## src/rtl/store_obuf.sv

```systemverilog
// Buffer-RAM to AXI write-burst engine: reads I_len words from the local output
// buffer, streams them as one AXI write burst at I_base_addr, then waits for B.
module store_obuf #(
    parameter int C_M_AXI_LEN_WIDTH  = 32,
    parameter int C_M_AXI_ADDR_WIDTH = 32,
    parameter int C_M_AXI_DATA_WIDTH = 128,
    parameter int C_RAM_ADDR_WIDTH   = 10,
    parameter int C_RAM_DATA_WIDTH   = 128
) (
    input  logic                          I_clk,
    input  logic                          I_rst,
    input  logic                          I_ap_start,
    output logic                          O_ap_done,
    input  logic [C_M_AXI_ADDR_WIDTH-1:0] I_base_addr,
    input  logic [C_RAM_ADDR_WIDTH-1:0]   I_len,
    output logic [C_RAM_ADDR_WIDTH-1:0]   O_raddr,
    output logic                          O_rd,
    input  logic [C_RAM_DATA_WIDTH-1:0]   I_rdata,
    output logic [C_M_AXI_LEN_WIDTH-1:0]  O_maxi_awlen,
    input  logic                          I_maxi_awready,
    output logic                          O_maxi_awvalid,
    output logic [C_M_AXI_ADDR_WIDTH-1:0] O_maxi_awaddr,
    output logic [C_M_AXI_DATA_WIDTH-1:0] O_maxi_wdata,
    output logic                          O_maxi_wvalid,
    input  logic                          I_maxi_wready,
    output logic                          O_maxi_wlast,
    output logic                          O_maxi_bready,
    input  logic                          I_maxi_bvalid
);
    localparam int CW = C_RAM_ADDR_WIDTH + 1;

    typedef enum logic [2:0] {IDLE, AW, DATA, RESP, DONE} state_t;

    state_t                          state_reg, state_next;
    logic [C_M_AXI_ADDR_WIDTH-1:0]   base_reg;
    logic [C_RAM_ADDR_WIDTH-1:0]     len_reg;
    logic [CW-1:0]                   rcnt_reg, wcnt_reg;
    logic [CW-1:0]                   len_ext, last_idx;
    logic                            inflight_reg;
    logic [1:0]                      occ_reg;
    logic                            wr_ptr_reg, rd_ptr_reg;
    logic [C_M_AXI_DATA_WIDTH-1:0]   head_data;
    logic                            push, pop, rd, wvalid, wlast, start_xfer;

    assign len_ext    = {1'b0, len_reg};
    assign last_idx   = len_ext - CW'(1);
    assign start_xfer = (state_reg == IDLE) && I_ap_start && (I_len != '0);

    assign push   = inflight_reg;
    assign wvalid = (state_reg == DATA) && (occ_reg != 2'd0);
    assign pop    = wvalid && I_maxi_wready;
    assign wlast  = wvalid && (wcnt_reg == last_idx);

    // Credit check counts the slot freed by a same-cycle pop, so a steady
    // stream of reads keeps the W channel at one beat per cycle.
    assign rd = (state_reg == DATA) && (rcnt_reg < len_ext) &&
                (({1'b0, occ_reg} + {2'b0, inflight_reg}) < (3'd2 + {2'b0, pop}));

    // Two-entry skid FIFO; each entry is its own register so the write
    // pointer simply selects which one captures the returning RAM word.
    genvar gi;
    generate
        for (gi = 0; gi < 2; gi++) begin : g_fifo
            logic [C_M_AXI_DATA_WIDTH-1:0] entry_reg;
            always_ff @(posedge I_clk) begin
                if (I_rst) begin
                    entry_reg <= '0;
                end else if (push && (wr_ptr_reg == 1'(gi))) begin
                    entry_reg <= I_rdata;
                end
            end
        end
    endgenerate

    assign head_data = rd_ptr_reg ? g_fifo[1].entry_reg : g_fifo[0].entry_reg;

    always_comb begin
        state_next = state_reg;
        case (state_reg)
            IDLE: begin
                if (I_ap_start) begin
                    state_next = (I_len != '0) ? AW : DONE;
                end
            end
            AW:      if (I_maxi_awready) state_next = DATA;
            DATA:    if (pop && wlast) state_next = RESP;
            RESP:    if (I_maxi_bvalid) state_next = DONE;
            DONE:    state_next = IDLE;
            default: state_next = IDLE;
        endcase
    end

    always_ff @(posedge I_clk) begin
        if (I_rst) begin
            state_reg    <= IDLE;
            base_reg     <= '0;
            len_reg      <= '0;
            rcnt_reg     <= '0;
            wcnt_reg     <= '0;
            inflight_reg <= 1'b0;
            occ_reg      <= 2'd0;
            wr_ptr_reg   <= 1'b0;
            rd_ptr_reg   <= 1'b0;
        end else begin
            state_reg    <= state_next;
            inflight_reg <= rd;
            occ_reg      <= occ_reg + 2'(push) - 2'(pop);
            if (push) wr_ptr_reg <= ~wr_ptr_reg;
            if (pop)  rd_ptr_reg <= ~rd_ptr_reg;
            if (start_xfer) begin
                base_reg <= I_base_addr;
                len_reg  <= I_len;
                rcnt_reg <= '0;
                wcnt_reg <= '0;
            end else begin
                if (rd)  rcnt_reg <= rcnt_reg + CW'(1);
                if (pop) wcnt_reg <= wcnt_reg + CW'(1);
            end
        end
    end

    assign O_ap_done      = (state_reg == DONE);
    assign O_raddr        = rcnt_reg[C_RAM_ADDR_WIDTH-1:0];
    assign O_rd           = rd;
    assign O_maxi_awvalid = (state_reg == AW);
    assign O_maxi_awaddr  = (state_reg == AW) ? base_reg : '0;
    assign O_maxi_awlen   = (state_reg == AW) ? C_M_AXI_LEN_WIDTH'(len_reg) : '0;
    assign O_maxi_wvalid  = wvalid;
    assign O_maxi_wdata   = wvalid ? head_data : '0;
    assign O_maxi_wlast   = wlast;
    assign O_maxi_bready  = (state_reg == RESP);

endmodule

```

## config.mk

```make
export PLATFORM = sky130hd
export DESIGN_NAME = store_obuf
export DESIGN_NICKNAME = d
export VERILOG_FILES = /design/src/rtl/store_obuf.sv
export SDC_FILE = /design/constraint.sdc
export NUM_CORES = 1
export LEC_CHECK = 0
export ABC_AREA = 1
export CAP_MARGIN = 10
export CORE_MARGIN = 1.5
export CORE_UTILIZATION = 40
export DETAILED_ROUTE_END_ITERATION = 10
export GPL_ROUTABILITY_DRIVEN = 0
export PLACE_DENSITY = 0.68
export SKIP_LAST_GASP = 1
export SYNTH_ARGS = -nofsm -noshare
export SYNTH_HDL_FRONTEND = slang
export SYNTH_SLANG_ARGS = --single-unit
```

## constraint.sdc

```tcl
create_clock -name I_clk -period 2.5 [get_ports I_clk]
set_input_delay 0.25 -clock I_clk [delete_from_list [all_inputs] [get_ports I_clk]]
set_output_delay 0.25 -clock I_clk [all_outputs]
set_load 0.01 [all_outputs]
```

==> summary.txt <==
GRT
  – Largest net degree at the start of global routing: 129
  – First-pass GRT wire length: 74,230 um
  – Vias in the first global route: 13,857
  – Antenna violations before repair: 4
  – GRT overflow: 0
  – Overall Global Routing Usage: 23.96%

Synthesis
  – #FFs+latches synth: 328
  – Synth cell types: 35
  – Area leader, netlist: dfxtp_1
  – Share of the synthesized area in the top cell type: 45.33%
  – Top cells by area, synth: dfxtp_1, nor2_1, o21ai_0
  – Top FF cell, synth: dfxtp_1
  – EDFF count, synth: 0
  – Synth warn: 0
  – Synthesized area: 14,490 um^2
  – Post-synthesis sequential area ratio: 45.33%
  – Async SR Flop Fraction: 0%
  – Avg Cell Area, Syn: 6.791 um^2
  – Cell count after synthesis: 2,133

Hold path
  – Min-delay src: I_rdata[33]
  – HP Class: input port to register

Power and ir drop
  – NetSw: 0.004895 W
  – Pwr dens: 794.0 nW/um^2
  – Leak: 8.167 nW
  – Clock power frac: 35.1%
  – Switch share: 31.18%
  – Power Internal: 0.01080 W
  – Peak VDD IR: 0.7435 mV
  – Part of the power in registers: 40.6%
  – Logic pwr share: 24.3%

Cells and area
  – Fill count: 3,388
  – Layout cells sized above 1: 6.982%
  – Most common cell after layout, fill and taps aside: nor2_1
  – Multi-input logic area: 6944 um^2
  – Commonest cells after routing, fill and taps aside: nor2_1, nand2_1, dfxtp_1, o21ai_0, clkdlybuf4s50_1
  – Fin nets: 2,613
  – Number of flip-flops under the largest register name: 256
  – Non-filler cells, final: 2,913
  – Sequential cell area: 6578 um^2
  – P&R area growth vs syn: 36.51%

Detailed routing
  – Routed vias: 14,742
  – # DRC: 0
  – Detailed Routing Iterations Pass 1: 5
  – Via density: 5.061
  – Initial DRC count: 888
  – Routed len/inst: 15.85 um
  – DRT Wirelength: 46,160 um
  – ANT nets after route: 0

Clock network
  – Clk buf depth: 3
  – Clock Sink Count: 328
  – CTS Hold Buffers Added: 0
  – Clock latency on the worst-skew pair: 0.51 ns
  – CTS clk-pin slew, worst paths: 0.06 ns
  – CTS tree: done
  – Root Buffer: clkbuf_16
  – Num CTS Buffers: 38
  – H-tree levels: 2

Worst setup path
  – Critical Path AT: 2.30 ns
  – Crit path largest cell delay: 0.57 ns
  – Startpoint Class: register
  – Crit path max-delay family: buffers and inverters
  – Worst path slowest cell: clkdlybuf4s50_1
  – Reg2reg start: state_reg[2]
  – Crit path from: state_reg[2]
  – Kind of critical path: register to primary output
  – Crit-path max FO: 13
  – Crit-path cells: inv_2, nand3_4, nor2_4, clkinv_8, buf_12, a21oi_1, clkdlybuf4s50_1
  – Required time worst endpoint: 2.25 ns
  – CP endpoint kind: primary output
  – Buf/Inv on CP: 4

Place
  – DP HPWL: 28,790 um
  – Inst Count DP: 2,835
  – IO Port Bufs: 361

STA
  – Final slew viol count: 0
  – Tmin final: 2.553 ns
  – Final hold slack: 0.3413 ns
  – Final setup fails: 8
  – Max-Slew Margin vs Limit: 50.87%
  – Final worst setup slack: -0.05294 ns
  – Worst Max-Slew Pin Slew: 0.7370 ns
  – Hold Violations, Final: 0
  – Tcrit/Tclk final: 102.1%
  – Setup Skew: 0.008473 ns
  – Max frequency: 0.3917 GHz
  – Unrepaired setup endpoints after global routing: yes

Die
  – Core area: 35,570 um^2
  – Die Ht: 193.3 um
  – Die X: 193.3 um
  – Initial Utilization: 40.72%
  – # IOs: 384
  – Cell Rows: 69
  – Die area: 37,360 um^2

Run status
  – Outcome: finished with violations
  – Violations in the final reports: setup timing

Job
  – Max-cap violation count: 0
metal layers:
metal | part of all wire, % | vias up | global-route usage, %
li1 | - | 7347 | -
met1 | 42 | 6750 | 30.31
met2 | 46 | 553 | 38.58
met3 | 9.0 | 90 | 7.200
met4 | 3.2 | 2 | 8.556
met5 | 0.028 | - | 0
final timing paths:
| path | endpoint | slack (ns) | cells after the start |
|---|---|---|---|
| setup / recovery | O_maxi_wdata[117] | -0.05 | 7 |
| hold / removal | g_fifo[0].entry_reg[33] | 0.34 | 3 |
| setup reg to reg | occ_reg[1] | 0.49 | 12 |
| hold reg to reg | base_reg[30] | 0.45 | 2 |
synth_stat cells (4+ instances only):
cell type / instances
nand4_1: 6
buf_4: 32
nand3_1: 27
inv_2: 4
nand2_1: 340
xor2_1: 11
inv_1: 83
clkbuf_1: 143
o21ai_0: 311
ha_1: 16
xnor2_1: 6
a21oi_1: 194
nor3_1: 8
dfxtp_1: 328
nor2_1: 598
layout make-up:
cell class,count,area share [%]
Sequential cell,328,33.26
Tap cell,461,2.917
Inverter,89,1.841
Antenna cell,3,0.03797
Clock inverter,13,0.6328
Multi-Input combinational cell,1558,35.12
Clock buffer,55,5.644
Timing Repair Buffer,406,20.55
metrics by stage:
stage,setup TNS [ns],total power (W),util (%),cell area (um^2),worst slack (ns)
final,-0.1498,0.01570,55.59,19770,-0.05294
after global placement,0,0.01007,51.95,18480,0.04461
after global routing,-2.237,0.01663,55.59,19770,-0.2309
after CTS,-1.237,0.01579,55.52,19750,-0.2283
after detailed placement,-0.03530,0.01018,51.95,18480,-0.03530
after floorplan,0,0.008784,-,14560,0.6401
power by group through the flow:
stage               Sequential [W]  Clock [W]  Combinational, W
floorplan                  0.00635          0           0.00243
global placement           0.00642          0           0.00365
detailed placement         0.00645          0           0.00372
CTS                        0.00636    0.00564           0.00380
global route               0.00645    0.00587           0.00430
finish                     0.00637    0.00551           0.00382
timing repair:
item,CTS,global route
hold endpoints to repair,0,0
gates cloned,2,0
pin swaps,1,2
gates resized for setup,130,79
setup endpoints to repair,168,48
setup buffers,2,3
worst min-delay path, delay by kind of cell:
family,cells,cell delay [ns]
buf+inv,1,0.41
simple gates,2,0.15
cell families (layout without fill, tap and decap cells):
family	after synthesis	after routing	share of synthesized area, %
buffers and inverters	268	563	7.852
XOR/XNOR	17	17	1.028
AO/OA/AOI/OAI	511	511	17.79
other	1	25	0.02589
flip-flops	328	328	45.33
adder cells (fa/ha/maj)	16	16	1.382
AND/OR/NAND/NOR	992	992	26.59
No activity file was read; power rests on OpenSTA's default activity.
